File: src/rtl/peripheral_opseq_pkg.sv
// Shared types and constants for the calculator operand/result sequencer.
// The state encoding is visible on the LEDs through state_o.
package peripheral_opseq_pkg;

  typedef enum logic [2:0] {
    ST_IDLE   = 3'd0,
    ST_LOAD_A = 3'd1,
    ST_LOAD_B = 3'd2,
    ST_START  = 3'd3,
    ST_WAIT   = 3'd4,
    ST_SHOW   = 3'd5,
    ST_ERR    = 3'd6
  } opseq_state_t;

  localparam int         NBYTES_DEF = 4;
  localparam logic [7:0] ERR_CODE   = 8'hEE;

endpackage

File: src/rtl/peripheral_edge_detect.sv
// Turns a synchronised key level into a single-cycle registered pulse on its rising edge.
// Holding the key therefore yields exactly one pulse.
module peripheral_edge_detect (
  input  logic clk,
  input  logic reset,
  input  logic level,
  output logic pulse
);

  logic prev_r;
  logic pulse_r;

  // Remember the previous level and flag a 0->1 transition
  always_ff @(posedge clk or negedge reset) begin
    if (!reset) begin
      prev_r  <= 1'b0;
      pulse_r <= 1'b0;
    end else begin
      prev_r  <= level;
      pulse_r <= level & ~prev_r;
    end
  end

  assign pulse = pulse_r;

endmodule

File: src/rtl/peripheral_opsequencer.sv
// Operand/result sequencer: gathers A and B bytes from the switches, launches the ALU,
// waits for done with a timeout and steps the result bytes onto the display.
module peripheral_opsequencer
  import peripheral_opseq_pkg::*;
#(
  parameter int NBYTES  = NBYTES_DEF,
  parameter int TIMEOUT = 255
) (
  input  logic                clk,
  input  logic                reset,
  input  logic                enterpulse,
  input  logic                loaddata,
  input  logic [7:0]          inputdata,
  input  logic                alu_done,
  input  logic [NBYTES*8-1:0] dataR,
  output logic                alu_start,
  output logic [NBYTES*8-1:0] dataA,
  output logic [NBYTES*8-1:0] dataB,
  output logic [7:0]          dataoutput,
  output logic [3:0]          pos,
  output logic [2:0]          state_o,
  output logic                busy,
  output logic                error
);

  localparam int         W    = NBYTES * 8;
  localparam int         TW   = $clog2(TIMEOUT + 1);
  localparam logic [3:0] LAST = 4'(NBYTES - 1);

  opseq_state_t  state_r;
  logic [W-1:0]  data_a_r;
  logic [W-1:0]  data_b_r;
  logic [W-1:0]  result_r;
  logic [7:0]    dout_r;
  logic [3:0]    pos_r;
  logic [TW-1:0] timer_r;
  logic          start_r;
  logic          busy_r;
  logic          error_r;
  logic          ep_s;
  logic [3:0]    next_pos_s;
  logic [7:0]    show_byte_s;

  peripheral_edge_detect u_edge (
    .clk   (clk),
    .reset (reset),
    .level (enterpulse),
    .pulse (ep_s)
  );

  // Next display index (wrapping) and the result byte it selects
  always_comb begin
    next_pos_s  = 4'd0;
    show_byte_s = 8'd0;
    if (pos_r == LAST) begin
      next_pos_s = 4'd0;
    end else begin
      next_pos_s = pos_r + 4'd1;
    end
    show_byte_s = result_r[next_pos_s*8 +: 8];
  end

  // Sequencer FSM with operand byte writes and registered status outputs
  always_ff @(posedge clk or negedge reset) begin
    if (!reset) begin
      state_r  <= ST_IDLE;
      data_a_r <= {W{1'b0}};
      data_b_r <= {W{1'b0}};
      result_r <= {W{1'b0}};
      dout_r   <= 8'd0;
      pos_r    <= 4'd0;
      timer_r  <= {TW{1'b0}};
      start_r  <= 1'b0;
      busy_r   <= 1'b0;
      error_r  <= 1'b0;
    end else begin
      start_r <= 1'b0;
      case (state_r)
        ST_IDLE: begin
          if (ep_s && loaddata) begin
            data_a_r[7:0] <= inputdata;
            dout_r        <= inputdata;
            pos_r         <= 4'd1;
            state_r       <= ST_LOAD_A;
          end
        end
        ST_LOAD_A: begin
          if (ep_s && loaddata) begin
            data_a_r[pos_r*8 +: 8] <= inputdata;
            dout_r                 <= inputdata;
            if (pos_r == LAST) begin
              pos_r   <= 4'd0;
              state_r <= ST_LOAD_B;
            end else begin
              pos_r <= pos_r + 4'd1;
            end
          end
        end
        ST_LOAD_B: begin
          if (ep_s && loaddata) begin
            data_b_r[pos_r*8 +: 8] <= inputdata;
            dout_r                 <= inputdata;
            if (pos_r == LAST) begin
              pos_r   <= 4'd0;
              start_r <= 1'b1;
              busy_r  <= 1'b1;
              state_r <= ST_START;
            end else begin
              pos_r <= pos_r + 4'd1;
            end
          end
        end
        ST_START: begin
          timer_r <= {TW{1'b0}};
          state_r <= ST_WAIT;
        end
        ST_WAIT: begin
          // A done arriving on the timeout cycle still takes precedence
          if (alu_done) begin
            result_r <= dataR;
            pos_r    <= 4'd0;
            dout_r   <= dataR[7:0];
            busy_r   <= 1'b0;
            state_r  <= ST_SHOW;
          end else if (timer_r == TW'(TIMEOUT - 1)) begin
            timer_r <= timer_r + TW'(1);
            dout_r  <= ERR_CODE;
            busy_r  <= 1'b0;
            error_r <= 1'b1;
            state_r <= ST_ERR;
          end else begin
            timer_r <= timer_r + TW'(1);
          end
        end
        ST_SHOW: begin
          if (ep_s) begin
            if (loaddata) begin
              data_a_r <= {{(W-8){1'b0}}, inputdata};
              data_b_r <= {W{1'b0}};
              dout_r   <= inputdata;
              pos_r    <= 4'd1;
              state_r  <= ST_LOAD_A;
            end else begin
              pos_r  <= next_pos_s;
              dout_r <= show_byte_s;
            end
          end
        end
        ST_ERR: begin
          if (ep_s) begin
            data_a_r <= {W{1'b0}};
            data_b_r <= {W{1'b0}};
            pos_r    <= 4'd0;
            dout_r   <= 8'd0;
            error_r  <= 1'b0;
            state_r  <= ST_IDLE;
          end
        end
        default: begin
          busy_r  <= 1'b0;
          error_r <= 1'b0;
          state_r <= ST_IDLE;
        end
      endcase
    end
  end

  assign alu_start  = start_r;
  assign dataA      = data_a_r;
  assign dataB      = data_b_r;
  assign dataoutput = dout_r;
  assign pos        = pos_r;
  assign state_o    = state_r;
  assign busy       = busy_r;
  assign error      = error_r;

endmodule

File: config.mk
export PLATFORM = sky130hd
export DESIGN_NAME = peripheral_opsequencer
export DESIGN_NICKNAME = d
export VERILOG_FILES = /design/src/rtl/peripheral_opseq_pkg.sv /design/src/rtl/peripheral_edge_detect.sv /design/src/rtl/peripheral_opsequencer.sv
export SDC_FILE = /design/constraint.sdc
export NUM_CORES = 1
export LEC_CHECK = 0
export BUFFER_PORTS_ARGS = -buffer_cell sky130_fd_sc_hd__buf_2
export CAP_MARGIN = 5
export CELL_PAD_IN_SITES_DETAIL_PLACEMENT = 1
export CELL_PAD_IN_SITES_GLOBAL_PLACEMENT = 2
export CORE_ASPECT_RATIO = 1.75
export CORE_UTILIZATION = 37
export CTS_BUF_LIST = sky130_fd_sc_hd__clkbuf_16
export CTS_CLUSTER_DIAMETER = 80
export CTS_CLUSTER_SIZE = 10
export DETAILED_ROUTE_END_ITERATION = 12
export PLACE_DENSITY_LB_ADDON = 0.25
export REMOVE_ABC_BUFFERS = 1
export SETUP_SLACK_MARGIN = 0.3
export SYNTH_ARGS = -nofsm -noshare
export SYNTH_HDL_FRONTEND = slang
export SYNTH_SLANG_ARGS = --single-unit
File: constraint.sdc
create_clock -name clk -period 4.89 [get_ports clk]
set_clock_uncertainty 0.2 [all_clocks]
set_input_delay 0.489 -clock clk [delete_from_list [all_inputs] [get_ports clk]]
set_output_delay 0.489 -clock clk [all_outputs]
set_load 0.02 [all_outputs]
# Word level (Yosys, flattened, before mapping)
# Cells that the tools add are included.
# totals
mem_bits_ro	0
ff_bits	124
word_cells	119
latchBits	0
in_bits	45
mem_bits_rw	0
output_inout_bits	82
memories	0
# classes
n_addsub	3
div_mod_pow	0
mux	52
n_lt_le_gt_ge	0
reduce_logical	22
n_eq_ne	22
n_shift	3
n_mul	0
bitwise_logic	4
# ops
op	count
32-bit 2-to-1 mux	7
32-bit one-hot mux with 3 select lines	1
24-bit one-hot mux with 3 select lines	1
32-bit bitwise mux	2
8-bit one-hot mux with 4 select lines	2
8-bit 2-to-1 mux	7
7-bit negation with 34-bit output	1
8-bit by 34-bit variable shift with 32-bit output, first input constant	1
8-bit by 34-bit indexed part select with 32-bit output	1
32-bit by 8-bit indexed part select with 8-bit output	1
3-bit 2-to-1 mux	10
4-bit 2-to-1 mux	7
3-bit one-hot mux with 7 select lines	1
4-bit one-hot mux with 5 select lines	1
2-bit != test, second input constant	9
8-bit one-hot mux with 2 select lines	1
5-bit AND reduction	3
6-bit AND reduction	2
1-bit 2-to-1 mux	10
5-bit OR reduction	2
3-bit == test, second input constant	3
9-bit AND reduction	1
8-bit by 1-bit adder with 8-bit output, second input constant	1
8-bit == test, second input constant	1
19 further kinds	30

# Logic depth before layout (Yosys ltp)
# Gate-level depths: netlist of the first run.
# depth
word_depth	6
mapped_depth	9
depth_no_buf	7

# By module
# Synthesis of the first run repeated with hierarchy kept, for this count alone.
# hier_totals
cells_unflattened	491
area_unflattened_um2	5774.3
# modules_own_cells
module	cells_each	seq_area_each_um2	area_per_inst_um2	n_inst
peripheral_opsequencer	488	3052.9	5710.5	1
peripheral_edge_detect	3	50.0	63.8	1

# Worst setup path before layout of the first run
# OpenSTA, ideal clock, no wires.
# synth_timing
path_kind	register -> register
from	register pos_r[0], in the netlist pos[0]
to	register data_b_r[0], in the netlist dataB[0]
n_path_buf	2
path_slack_ns	1.723
synth_period_minus_slack_ns	3.167
path_stages_with_launch	9
setup_time_ns	0.067
required_ns	4.623
arrival_ns	2.901
cell_sequence	dfrtp_1 -> buf_2 -> clkbuf_1 -> or3_1 -> ha_1 -> or4b_4 -> nor4b_4 -> nor4b_4 -> a22o_1
# synth_between
elab_chain_len	5
word_cells_on_any_way	6
classes_between	1 x add/sub; 2 x shift; 3 x mux
# synth_rtl
item	line	source
from (decl)	peripheral_opsequencer.sv:35	logic [3:0] pos_r;
from (signal assigned)	peripheral_opsequencer.sv:95	pos_r <= pos_r + 4'd1;
from (signal assigned)	peripheral_opsequencer.sv:109	pos_r <= pos_r + 4'd1;
from (signal assigned)	peripheral_opsequencer.sv:144	pos_r <= next_pos_s;
7-bit negation with 34-bit output (*)	peripheral_opsequencer.sv:101	data_b_r[pos_r*8 +: 8] <= inputdata;
8-bit by 34-bit indexed part select with 32-bit output or 8-bit by 34-bit variable shift with 32-bit output (tied branches)	peripheral_opsequencer.sv:101	
32-bit bitwise mux (*)	peripheral_opsequencer.sv:101	
32-bit 2-to-1 mux (*)	peripheral_opsequencer.sv:100	if (ep_s && loaddata) begin
32-bit one-hot mux with 3 select lines (*)	peripheral_opsequencer.sv:78	case (state_r)
to (signal assigned)	peripheral_opsequencer.sv:68	data_b_r <= {W{1'b0}};
to (signal, indexed assignment)	peripheral_opsequencer.sv:101	
to (signal assigned)	peripheral_opsequencer.sv:139	data_b_r <= {W{1'b0}};
to (decl)	peripheral_opsequencer.sv:32	logic [W-1:0] data_b_r;
# Mark *: on every way between the ends. The rest lies on a longest branch, timed or not. The select of a mux whose other input is x is not followed.
# A chain may end at the register's enable or synchronous reset.

# Worst setup path after layout of the first run
# layout_timing
from	register pos_r[0], in the netlist pos[0]
to	register data_b_r[6], in the netlist dataB[6]
# Same word-level chain as after synthesis.

==> summary.txt, run 1 <==
Floorplanning
  – Core area: 15300 um^2
  – FP Rows: 60
  – Die Height: 167 um
  – Die ar.: around 16000 um^2
  – # IOs: approximately 130
  – Die W: between 90 and 100 um
  – Starting Density: roughly 38%

Clock tree
  – Clock tree buffer depth: 2
  – TritonCTS clock tree: yes
  – Hold_buf cts: 2
  – Num CTS Buffers: 17
  – Clk slew on worst S/H paths: 0.06 ns
  – Setup Buffers After CTS: 0
  – CTS Sinks: roughly 120
  – Worst-Skew Late Latency: approximately 0.42 ns
  – Post-CTS sizing: 0
  – H-tree levels: 4
  – Root buffer cell: clkbuf_16

Setup path
  – Crit path arrival time: between 3 and 4 ns
  – Classification of the worst setup path: reg2reg
  – Crit path max-delay cell type: dfrtp_1
  – Worst EP required: approximately 5.1 ns
  – Critical Path, Cell by Cell: or3_1 -> ha_1 -> or4b_4 -> nor4b_4 -> nor4b_4 -> a22o_1
  – Max incr delay on CP: about 0.63 ns
  – End of the worst register-to-register path: dataB[6]
  – Reg-to-reg slack, setup: around 1.6 ns
  – R2R depth: 6
  – CP startpoint kind: flip-flop
  – CP Capture Type: flip-flop
  – FF-to-FF Start: pos[0]
  – Most used cell along the critical path: nor4b_4
  – Crit-path max FO: 20

Detailed routing
  – Vias/cell: between 5 and 6
  – WL final: roughly 17 mm
  – Initial drt markers: between 150 and 200
  – Detailed-route via count: roughly 4600
  – Drt drc: 0
  – Drt first pass iters: 4
  – Final ANT Viol Nets: 0
  – Drt wl/cell: 20.7 um

Final layout
  – N_diodes: 0
  – Final #Nets: 681
  – Fin cells: 830
  – Area grow syn2layout: 23.7%
  – Fin area: 7150 um^2
  – Final core utilization: approximately 47%
  – Share of layout cells above drive strength 1: about a third

GRT
  – Overflow after GRT: 0
  – Pin count of the biggest net entering global routing: 53
  – Gr usage total: a little under a quarter
  – Vias in the first global route: around 5000
  – First-pass GRT wire length: approximately 28 mm
  – Initial antenna violation count: 0

Power
  – PwrDens: 628 nW/um^2
  – Maximum vdd ir drop: about 0.23 mV
  – Leak: roughly 3.6 nW
  – Power, Total: about 4.5 mW

STA
  – Final TNS setup: 0 ns
  – Achievable Freq: a little over 300 MHz
  – Max Slew Vio Count: 0
  – Crit share post-route: between 60% and 70%
  – Post-route minimum period: roughly 3.3 ns
  – Final Hold Slack: between 0.09 and 0.1 ns
  – RSZ-0062 raised after global routing: false
  – Slew @ Worst Pin: about 0.95 ns
  – Final hold violations: 0
  – Headroom to the max-slew limit: 36.6%
  – Final setup viols: 0
  – Worst Slack Setup Final: 1.58 ns

Synth
  – Avg Synthesized Cell Area: roughly 11 um^2
  – Yosys top cell area share: between 50% and 60%
  – Cell with the most instances after synthesis: dfrtp_1
  – Library cells used by synthesis: 51
  – Post-synth EDFFs: 0
  – Async S/R FF share, synth: between 90% and 100%
  – Syn. warnings: 0
  – Post-synthesis sequential area ratio: roughly 54%
  – Commonest cells post-synth: 124 x dfrtp_1, 56 x a22o_1, 51 x nand2_1
  – Top post-synthesis cells by area: dfrtp_1 54%, a22o_1 8.5%, mux2_2 6.2%
  – Synth Flop Type: dfrtp_1
  – Seq cells post-synth: roughly 120
  – Syn Std Cell Area: 5780 um^2
  – Dominant cell type by area after synthesis: dfrtp_1
  – Synthesized instance count: 514

Placed design
  – Post-DP HPWL: between 10 and 15 mm
  – Placed cells: a little under 800
  – Routability Congestion: approximately 0.76
  – Pre-CTS setup slack: 1.60 ns
  – IO buf count: 126
  – Placement-stage cell area: 6540 um^2

Worst hold path
  – WHS Path Cells: 2
  – Min-Delay Path Class: in2reg
  – Hold Path Origin: dataR[23]
  – Hold-critical path endpoint: result_r[23]

Status
  – Status: finished clean

Run
  – Max cap viols: 0
-- state kept, by name (all words and copies together) (netlist names) --
| register | cells |
|---|---|
| dataA | 32 |
| dataB | 32 |
| result_r | 32 |
| dataoutput | 8 |
| timer_r | 8 |
| pos | 4 |
| state_o | 3 |
| alu_start | 1 |
| busy | 1 |
| error | 1 |
| u_edge.prev_r | 1 |
| u_edge.pulse | 1 |
-- power breakdown --
part           total (mW)  switching [mW]  internal, mW  leakage [nW]
Sequential           1.57           0.251          1.32          1.62
Clock                1.26           0.504         0.757         0.281
Combinational        1.65           0.980         0.674          1.72
Total                4.48            1.73          2.75          3.61
-- area by class of cell --
type	instances	area [um^2]
fillers	1713	8170
repair buffers	133	691
inverters	14	52.6
well taps	186	233
clock buffers	17	425
flip-flops and latches	124	3100
clock inverters	15	163
multi-input cells	341	2480
-- routing by layer --
layer / GRT usage (%) / vias to the layer above / part of all wire, %
li1: - / 2122 / -
met1: 25.5 / 2340 / 39
met2: 41.9 / 109 / 56
met3: 3.86 / 25 / 3.8
met4: 7.86 / 0 / 1.8
met5: 0 / - / 0
-- placed cells by master (no fill, tap or decap), types with 3 or more instances in the layout --
cell type / Yosys / routed
o21ai_0: 19 / 19
clkinvlp_4: 0 / 3
o31ai_1: 10 / 10
or3_1: 3 / 3
inv_1: 14 / 14
nand2_1: 51 / 51
a32oi_1: 3 / 3
a31oi_1: 5 / 5
xor2_1: 5 / 5
ha_1: 5 / 5
a22o_1: 56 / 56
nor2_1: 30 / 30
nand2b_1: 11 / 11
a21o_1: 5 / 5
o211a_1: 3 / 3
and3_1: 6 / 6
mux2_2: 32 / 32
buf_4: 0 / 6
nor2b_1: 5 / 5
mux2i_1: 17 / 17
nand3_1: 6 / 6
buf_2: 10 / 125
nor3b_1: 5 / 5
a21oi_1: 18 / 18
clkbuf_16: 0 / 17
inv_6: 0 / 5
clkinv_4: 0 / 3
o22ai_1: 3 / 3
nand4_1: 5 / 5
a221o_1: 4 / 4
dfrtp_1: 124 / 124
o21ai_1: 3 / 3
a221oi_1: 4 / 4
-- worst max-delay path, delay by kind of cell, from the launching register on --
| kind | cells | cell delay (ns) |
|---|---|---|
| compound gates | 1 | 0.20 |
| flops | 1 | 0.63 |
| fa+ha+maj | 1 | 0.34 |
| simple gates | 4 | 1.87 |
-- worst max-delay path by stage --
stage,to,slack [ns],cells after the start,from
after floorplan,dataB[0],1.72,6,pos[0]
after global placement,dataB[7],1.72,6,pos[0]
after detailed placement,dataB[3],1.60,6,pos[0]
after CTS,dataB[2],1.56,6,pos[0]
after global routing,dataA[31],1.38,6,pos[0]
final,dataB[6],1.58,6,pos[0]
-- cells by family (layout without fill, tap and decap cells) --
kind of cell,after synthesis,count (layout),synth area share (%)
AOI/OAI and AO/OA,143,143,19.0
xor gates and xnor gates,5,5,0.758
adders and majority gates,5,5,1.08
buffers and inverters,49,179,3.40
DFF,124,124,53.7
muxes,49,49,9.18
and+or+nand+nor,139,139,12.9
(Power assumes the default switching activity.)
==> run 2, diff against run 1 <==
--- a/config.mk
+++ b/config.mk
@@ -10,7 +10,7 @@
 export CELL_PAD_IN_SITES_DETAIL_PLACEMENT = 1
 export CELL_PAD_IN_SITES_GLOBAL_PLACEMENT = 2
 export CORE_ASPECT_RATIO = 1.75
-export CORE_UTILIZATION = 37
+export CORE_UTILIZATION = 31
 export CTS_BUF_LIST = sky130_fd_sc_hd__clkbuf_16
 export CTS_CLUSTER_DIAMETER = 80
 export CTS_CLUSTER_SIZE = 10
==> constraint.sdc (replaced) <==
create_clock -name clk -period 2.75 [get_ports clk]
set_clock_uncertainty 0.2 [all_clocks]
set_input_delay 0.275 -clock clk [delete_from_list [all_inputs] [get_ports clk]]
set_output_delay 0.275 -clock clk [all_outputs]
set_load 0.02 [all_outputs]
==> run 2 against run 1 <==
Register-to-register slack worse by 1.5 ns. Global-route usage down 2.6 points. Core utilization down 2.2 points. Sequential share of layout area down 4.9 points. Total power up 94%. Non-clock buffer count up 68. Final cell count up 14%. Combinational power up 120%. Setup slack worse by 1.5 ns. Highest routed layer unchanged.
==> summary.txt, run 2 (synthesis results as in run 1) <==
Detailed routing
  – Drt wl/cell: 19.4 um (was 20.7 um)
  – Initial drt markers: 230 (was 168)
  – Final ANT Viol Nets: 0 (unchanged)
  – Vias/cell: 5.11 (was 5.54)
  – Drt drc: 0 (unchanged)
  – WL final: 18.3 mm (was 17.2 mm)
  – Drt first pass iters: 4 (unchanged)
  – Detailed-route via count: 4836 (was 4596)

Setup path
  – Crit path max-delay family: simple AND/OR/NAND/NOR gates (unchanged)
  – Critical Path, Cell by Cell: or3_4 -> ha_4 -> or4b_4 -> nor4b_4 -> buf_4 -> o311ai_4 -> mux2i_1 (was or3_1 -> ha_1 -> or4b_4 -> nor4b_4 -> nor4b_4 -> a22o_1)
  – Classification of the worst setup path: reg2reg (unchanged)
  – Worst EP required: 2.82 ns (was 5.05 ns)
  – R2R depth: 7 (was 6)
  – Crit-path max FO: 8 (was 20)
  – CP Capture Type: flip-flop (unchanged)
  – FF-to-FF Start: pos[1] (was pos[0])
  – CP startpoint kind: flip-flop (unchanged)
  – Crit path arrival time: 2.72 ns (was 3.46 ns)
  – CP Launch Point: pos[1] (was pos[0])
  – Crit path max-delay cell type: or4b_4 (was dfrtp_1)
  – Buf/Inv on CP: 1 (was 0)
  – Number of cells on the critical path: 7 (was 6)
  – Max incr delay on CP: 0.49 ns (was 0.63 ns)

Floorplanning
  – Die ar.: 19200 um^2 (was 16100 um^2)
  – Starting Density: 31.9% (was 37.7%)
  – Die W: 105 um (was 96.5 um)
  – FP Rows: 65 (was 60)
  – Die Height: 183 um (was 167 um)
  – # IOs: 127 (unchanged)
  – Core area: 18100 um^2 (was 15300 um^2)

Clock tree
  – Clock tree buffer depth: 2 (unchanged)
  – H-tree levels: 4 (unchanged)
  – CTS Sinks: 124 (unchanged)
  – Clk slew on worst S/H paths: 0.06 ns (about the same)
  – Num CTS Buffers: 17 (unchanged)
  – TritonCTS clock tree: yes (unchanged)
  – Worst-Skew Late Latency: 0.43 ns (was 0.42 ns)
  – Root buffer cell: clkbuf_16 (unchanged)

Placed design
  – Pre-CTS setup slack: -0.131 ns (was 1.60 ns)
  – Routability Congestion: 0.809 (was 0.761)
  – Post-DP HPWL: 13.1 mm (was 12.2 mm)
  – IO buf count: 126 (unchanged)

STA
  – Achievable Freq: 377 MHz (was 302 MHz)
  – Headroom to the max-slew limit: 58.9% (was 36.6%)
  – Final setup viols: 0 (unchanged)
  – RSZ-0062 raised after global routing: true (was false)
  – Crit share post-route: 96.5% (was 67.6%)
  – Slew @ Worst Pin: 0.615 ns (was 0.949 ns)
  – Worst Slack Setup Final: 0.0976 ns (was 1.58 ns)
  – Post-route minimum period: 2.65 ns (was 3.31 ns)
  – Max Slew Vio Count: 0 (unchanged)
  – Final hold violations: 0 (unchanged)

GRT
  – Overflow after GRT: 0 (unchanged)
  – First-pass GRT wire length: 29.5 mm (was 27.6 mm)
  – Initial antenna violation count: 0 (unchanged)
  – Pin count of the biggest net entering global routing: 58 (was 53)
  – Vias in the first global route: 5315 (was 4968)
  – Gr usage total: 20.2% (was 22.8%)

Final layout
  – Final core utilization: 44.5% (was 46.7%)
  – Most common cell after layout, fill and taps aside: buf_2 (unchanged)
  – Most frequent cells in the layout: 125 x buf_2, 124 x dfrtp_1, 56 x a22o_1 (unchanged)
  – Final #Nets: 749 (was 681)
  – N_diodes: 0 (unchanged)
  – Share of layout cells above drive strength 1: 37.4% (was 32.3%)
  – Area grow syn2layout: 39.6% (was 23.7%)

Worst hold path
  – Hold Path Origin: inputdata[1] (was dataR[23])
  – Min-Delay Path Class: in2reg (unchanged)
  – WHS Path Cells: 3 (was 2)

Power
  – PwrDens: 1080 nW/um^2 (was 628 nW/um^2)
  – Maximum vdd ir drop: 0.422 mV (was 0.233 mV)
  – Leak: 4.02 nW (was 3.61 nW)

Status
  – Status: finished clean (unchanged)

Run
  – Max cap viols: 0 (unchanged)
==> run 2: cell types whose count changed in the layout (fill, tap and decap cells not counted), moves of 3 or more <==
cell / change
nand2_1: -5
buf_4: +28
inv_6: -3
buf_6: +3
o21ai_2: +3
nand2_4: +4
buf_12: +5
ha_1: -3
dlygate4sd3_1: +32
==> run 2: final cells by class <==
class / instances / area (um^2)
clock buffer: 17 / 425
clock inverter: 15 / 174
fill: 1968 / 10100
inverter: 14 / 52.6
multi-input combinational: 341 / 2660
sequential: 124 / 3100
tap: 234 / 293
timing repair buffer: 201 / 1360
==> run 2: worst register-to-register path, cell delays in order (launching register included) <==
cell and delay, ns:
dfrtp_1 0.37, or3_4 0.40, ha_4 0.23, or4b_4 0.49, nor4b_4 0.26, buf_4 0.19, o311ai_4 0.18, mux2i_1 0.19
==> run 2: metrics by stage <==
stage	total power, mW	area [um^2]	std cells	TNS, ns	hold WS [ns]
finish	8.69	8060	946	0	0.0471
global route	9.22	8060	946	0	0.0539
CTS	8.60	7930	940	-0.0117	0.0326
detailed placement	6.02	6820	869	-2.28	0.0781
global placement	5.91	6820	869	-0.364	0.0713
floorplan	4.74	5630	479	-8.05	-0.221
==> run 2: layer usage <==
| layer | wire length (um) | track usage, % | share of wire, % |
|---|---|---|---|
| met1 | 7060 | 21.7 | 38 |
| met4 | 403 | 7.10 | 2.2 |
| met3 | 590 | 4.04 | 3.2 |
| met5 | 0 | 0 | 0 |
| met2 | 10300 | 38.6 | 56 |
==> run 2: path summary, 6_finish.rpt <==
kind | end | slack [ns]
min reg2reg | u_edge.pulse | 0.22
min | dataA[1] | 0.05
max | dataA[5] | 0.1
min in group asynchronous | dataA[8] | 0.16
max in group asynchronous | result_r[19] | 1.49
max reg2reg | dataA[5] | 0.1
==> run 2: timing repair <==
| action | CTS | global route |
|---|---|---|
| gates resized for setup | 33 | 16 |
| setup buffers | 5 | 6 |
| setup endpoints to repair | 71 | 70 |
| pin swaps | 8 | 25 |
| endpoints found under the hold margin | 68 | 0 |
| hold buffers | 34 | 0 |
==> run 2: report_power, final <==
group	internal, mW	switching [mW]
Clock	1.42	0.883
Combinational	1.65	2.05
Sequential	2.35	0.347
Total	5.42	3.28
==> run 3, diff against run 2 <==
--- a/config.mk
+++ b/config.mk
@@ -10,8 +10,8 @@
 export CELL_PAD_IN_SITES_DETAIL_PLACEMENT = 1
 export CELL_PAD_IN_SITES_GLOBAL_PLACEMENT = 2
 export CORE_ASPECT_RATIO = 1.75
-export CORE_UTILIZATION = 31
-export CTS_BUF_LIST = sky130_fd_sc_hd__clkbuf_16
+export CORE_UTILIZATION = 33
+export CTS_BUF_LIST = sky130_fd_sc_hd__clkbuf_8
 export CTS_CLUSTER_DIAMETER = 80
 export CTS_CLUSTER_SIZE = 10
 export DETAILED_ROUTE_END_ITERATION = 12
==> run 3 against run 2 <==
Routed wire length increased by 1.1%. Critical path depth unchanged. Global-route usage increased by 1.4 points. Clock-buffer cell count increased by 2. Combinational power about the same. Die area decreased by 6.0%. Core utilization increased by 2.1 points. First-iteration DRC count decreased by 48%. Largest cell class unchanged.
==> summary.txt, run 3 (synthesis results as in run 1) <==
Worst hold path
  – Hold Path Origin: inputdata[5] (was inputdata[1])
  – Min-Delay Path Class: in2reg (unchanged)
  – WHS Path Cells: 3 (unchanged)
  – Hold-critical path endpoint: dataA[5] (was dataA[1])

GRT
  – GR Util met1: 23.8% (was 21.7%)
  – Initial antenna violation count: 0 (unchanged)
  – Overflow after GRT: 0 (unchanged)
  – Pin count of the biggest net entering global routing: 58 (unchanged)
  – Vias in the first global route: 5226 (was 5315)
  – Met3 usage: 3.12% (was 4.04%)
  – First-pass GRT wire length: 29.0 mm (was 29.5 mm)
  – Busiest layer in global routing: met2 (unchanged)
  – Met2 Usage GRT: 41.1% (was 38.6%)
  – Gr usage total: 21.7% (was 20.2%)

Placed design
  – Routability Congestion: 0.814 (was 0.809)
  – Post-DP HPWL: 13.2 mm (was 13.1 mm)
  – IO buf count: 126 (unchanged)
  – Placed cells: 864 (was 869)
  – Pre-CTS setup slack: -0.162 ns (was -0.131 ns)

Run
  – Max cap viols: 0 (unchanged)

Clock tree
  – CTS Sinks: 124 (unchanged)
  – TritonCTS clock tree: yes (unchanged)
  – Clock tree buffer depth: 2 (unchanged)
  – Root buffer cell: clkbuf_8 (was clkbuf_16)
  – Worst-Skew Late Latency: 0.45 ns (was 0.43 ns)
  – Num CTS Buffers: 17 (unchanged)
  – H-tree levels: 4 (unchanged)
  – Clk slew on worst S/H paths: 0.07 ns (was 0.06 ns)

Final layout
  – N_diodes: 0 (unchanged)
  – Most common cell after layout, fill and taps aside: buf_2 (unchanged)
  – Area grow syn2layout: 37.2% (was 39.6%)
  – Fin cells: 940 (was 946)
  – Number of fill cells: 1902 (was 1968)
  – Register area: 3100 um^2 (unchanged)
  – Multi-input gate area: 2660 um^2 (unchanged)
  – Most frequent cells in the layout: 125 x buf_2, 124 x dfrtp_1, 56 x a22o_1 (unchanged)
  – Final #Nets: 750 (was 749)
  – Share of layout cells above drive strength 1: 36.9% (was 37.4%)

Setup path
  – FF-to-FF Start: pos[1] (unchanged)
  – CP startpoint kind: flip-flop (unchanged)
  – Classification of the worst setup path: reg2reg (unchanged)
  – R2R depth: 7 (unchanged)
  – End of the worst register-to-register path: dataA[4] (was dataA[5])
  – Crit path arrival time: 2.77 ns (was 2.72 ns)
  – Crit-path max FO: 8 (unchanged)
  – Critical Path, Cell by Cell: or3_4 -> ha_4 -> or4b_4 -> nor4b_4 -> buf_4 -> o311ai_4 -> mux2i_1 (unchanged)
  – CP Capture Type: flip-flop (unchanged)
  – Crit path max-delay family: simple AND/OR/NAND/NOR gates (unchanged)
  – Number of cells on the critical path: 7 (unchanged)
  – Reg-to-reg slack, setup: 0.08 ns (was 0.1 ns)
  – Crit path max-delay cell type: or4b_4 (unchanged)
  – Max incr delay on CP: 0.49 ns (about the same)
  – Worst EP required: 2.85 ns (was 2.82 ns)
  – Buf/Inv on CP: 1 (unchanged)

STA
  – Achievable Freq: 375 MHz (was 377 MHz)
  – Final TNS setup: 0 ns (unchanged)
  – Crit share post-route: 97.0% (was 96.5%)
  – Slew @ Worst Pin: 0.704 ns (was 0.615 ns)
  – Post-route minimum period: 2.67 ns (was 2.65 ns)
  – Headroom to the max-slew limit: 53.0% (was 58.9%)
  – Final setup viols: 0 (unchanged)
  – RSZ-0062 raised after global routing: true (unchanged)
  – Final hold violations: 0 (unchanged)
  – Max Slew Vio Count: 0 (unchanged)
  – Worst Slack Setup Final: 0.0829 ns (was 0.0976 ns)

Detailed routing
  – Final ANT Viol Nets: 0 (unchanged)
  – Detailed-route via count: 4949 (was 4836)
  – WL final: 18.6 mm (was 18.3 mm)
  – Drt first pass iters: 4 (unchanged)
  – Drt wl/cell: 19.7 um (was 19.4 um)
  – Initial drt markers: 119 (was 230)
  – Vias/cell: 5.26 (was 5.11)
  – Drt drc: 0 (unchanged)

Floorplanning
  – Starting Density: 33.9% (was 31.9%)
  – Die W: 102 um (was 105 um)
  – # IOs: 127 (unchanged)
  – Die ar.: 18100 um^2 (was 19200 um^2)
  – Die Height: 177 um (was 183 um)
  – FP Rows: 63 (was 65)
  – Core area: 17000 um^2 (was 18100 um^2)

Power
  – Power, Total: 8.29 mW (was 8.69 mW)
  – Maximum vdd ir drop: 0.413 mV (was 0.422 mV)
  – PwrDens: 1050 nW/um^2 (was 1080 nW/um^2)
  – Leak: 3.95 nW (was 4.02 nW)

Status
  – Status: finished clean (unchanged)
[run 3: cell types whose count changed in the layout (fill, tap and decap cells not counted), moves of 3 or more]
| cell | before | now |
|---|---|---|
| clkbuf_8 | 0 | 19 |
| buf_12 | 5 | 2 |
| buf_6 | 3 | 6 |
| clkbuf_16 | 17 | 0 |
[run 3: final cells by class]
type	count	share of cell area, %
flip-flops and latches	124	39.1
inverters	14	0.663
multi-input cells	341	33.6
well taps	227	3.58
repair buffers	202	17.0
clock inverters	13	2.68
clock buffers	19	3.30
[run 3: worst register-to-register path: cells and delay by family (launching register included)]
family	cells	cell delay, ns
flops	1	0.38
fa+ha+maj	1	0.22
mux	1	0.20
buf+inv	1	0.18
simple gates	3	1.16
compound gates	1	0.18
[run 3: routing by layer]
layer / wire length (um) / up-vias
li1: - / 2257
met1: 7160 / 2550
met2: 10500 / 120
met3: 617 / 22
met4: 310 / 0
met5: 0 / -
[run 3: what timing repair did]
| item | in CTS | in global routing |
|---|---|---|
| gates cloned | 0 | 0 |
| pin swaps | 9 | 32 |
| endpoints found under the hold margin | 73 | 0 |
| hold buffers | 34 | 0 |
| gates resized for setup | 35 | 9 |
| setup endpoints to repair | 71 | 71 |
| setup buffers | 8 | 2 |
[run 3: worst max path at each step]
stage / startpoint / end / slack (ns)
after global placement: pos[0] / dataA[6] / -0.03
after CTS: pos[2] / dataA[4] / -0.02
after global routing: pos[1] / dataA[4] / 0.01
after detailed placement: pos[0] / dataB[5] / -0.16
final: pos[1] / dataA[4] / 0.08
after floorplan: pos[0] / dataB[0] / -0.42
[run 3: where the power goes]
group	internal, mW	leakage [nW]	switching, mW
logic	1.60	2.10	2.09
clock network	1.13	0.234	0.795
registers	2.34	1.62	0.328
total	5.08	3.95	3.21
[run 3: metrics by stage]
stage               instance area (um^2)  hold WS, ns  util (%)
floorplan                           5630       -0.221         -
global placement                    6820       0.0807      40.0
detailed placement                  6820       0.0989      40.0
CTS                                 7850      0.00903      46.1
global route                        7930      0.00870      46.6
finish                              7930       0.0153      46.6
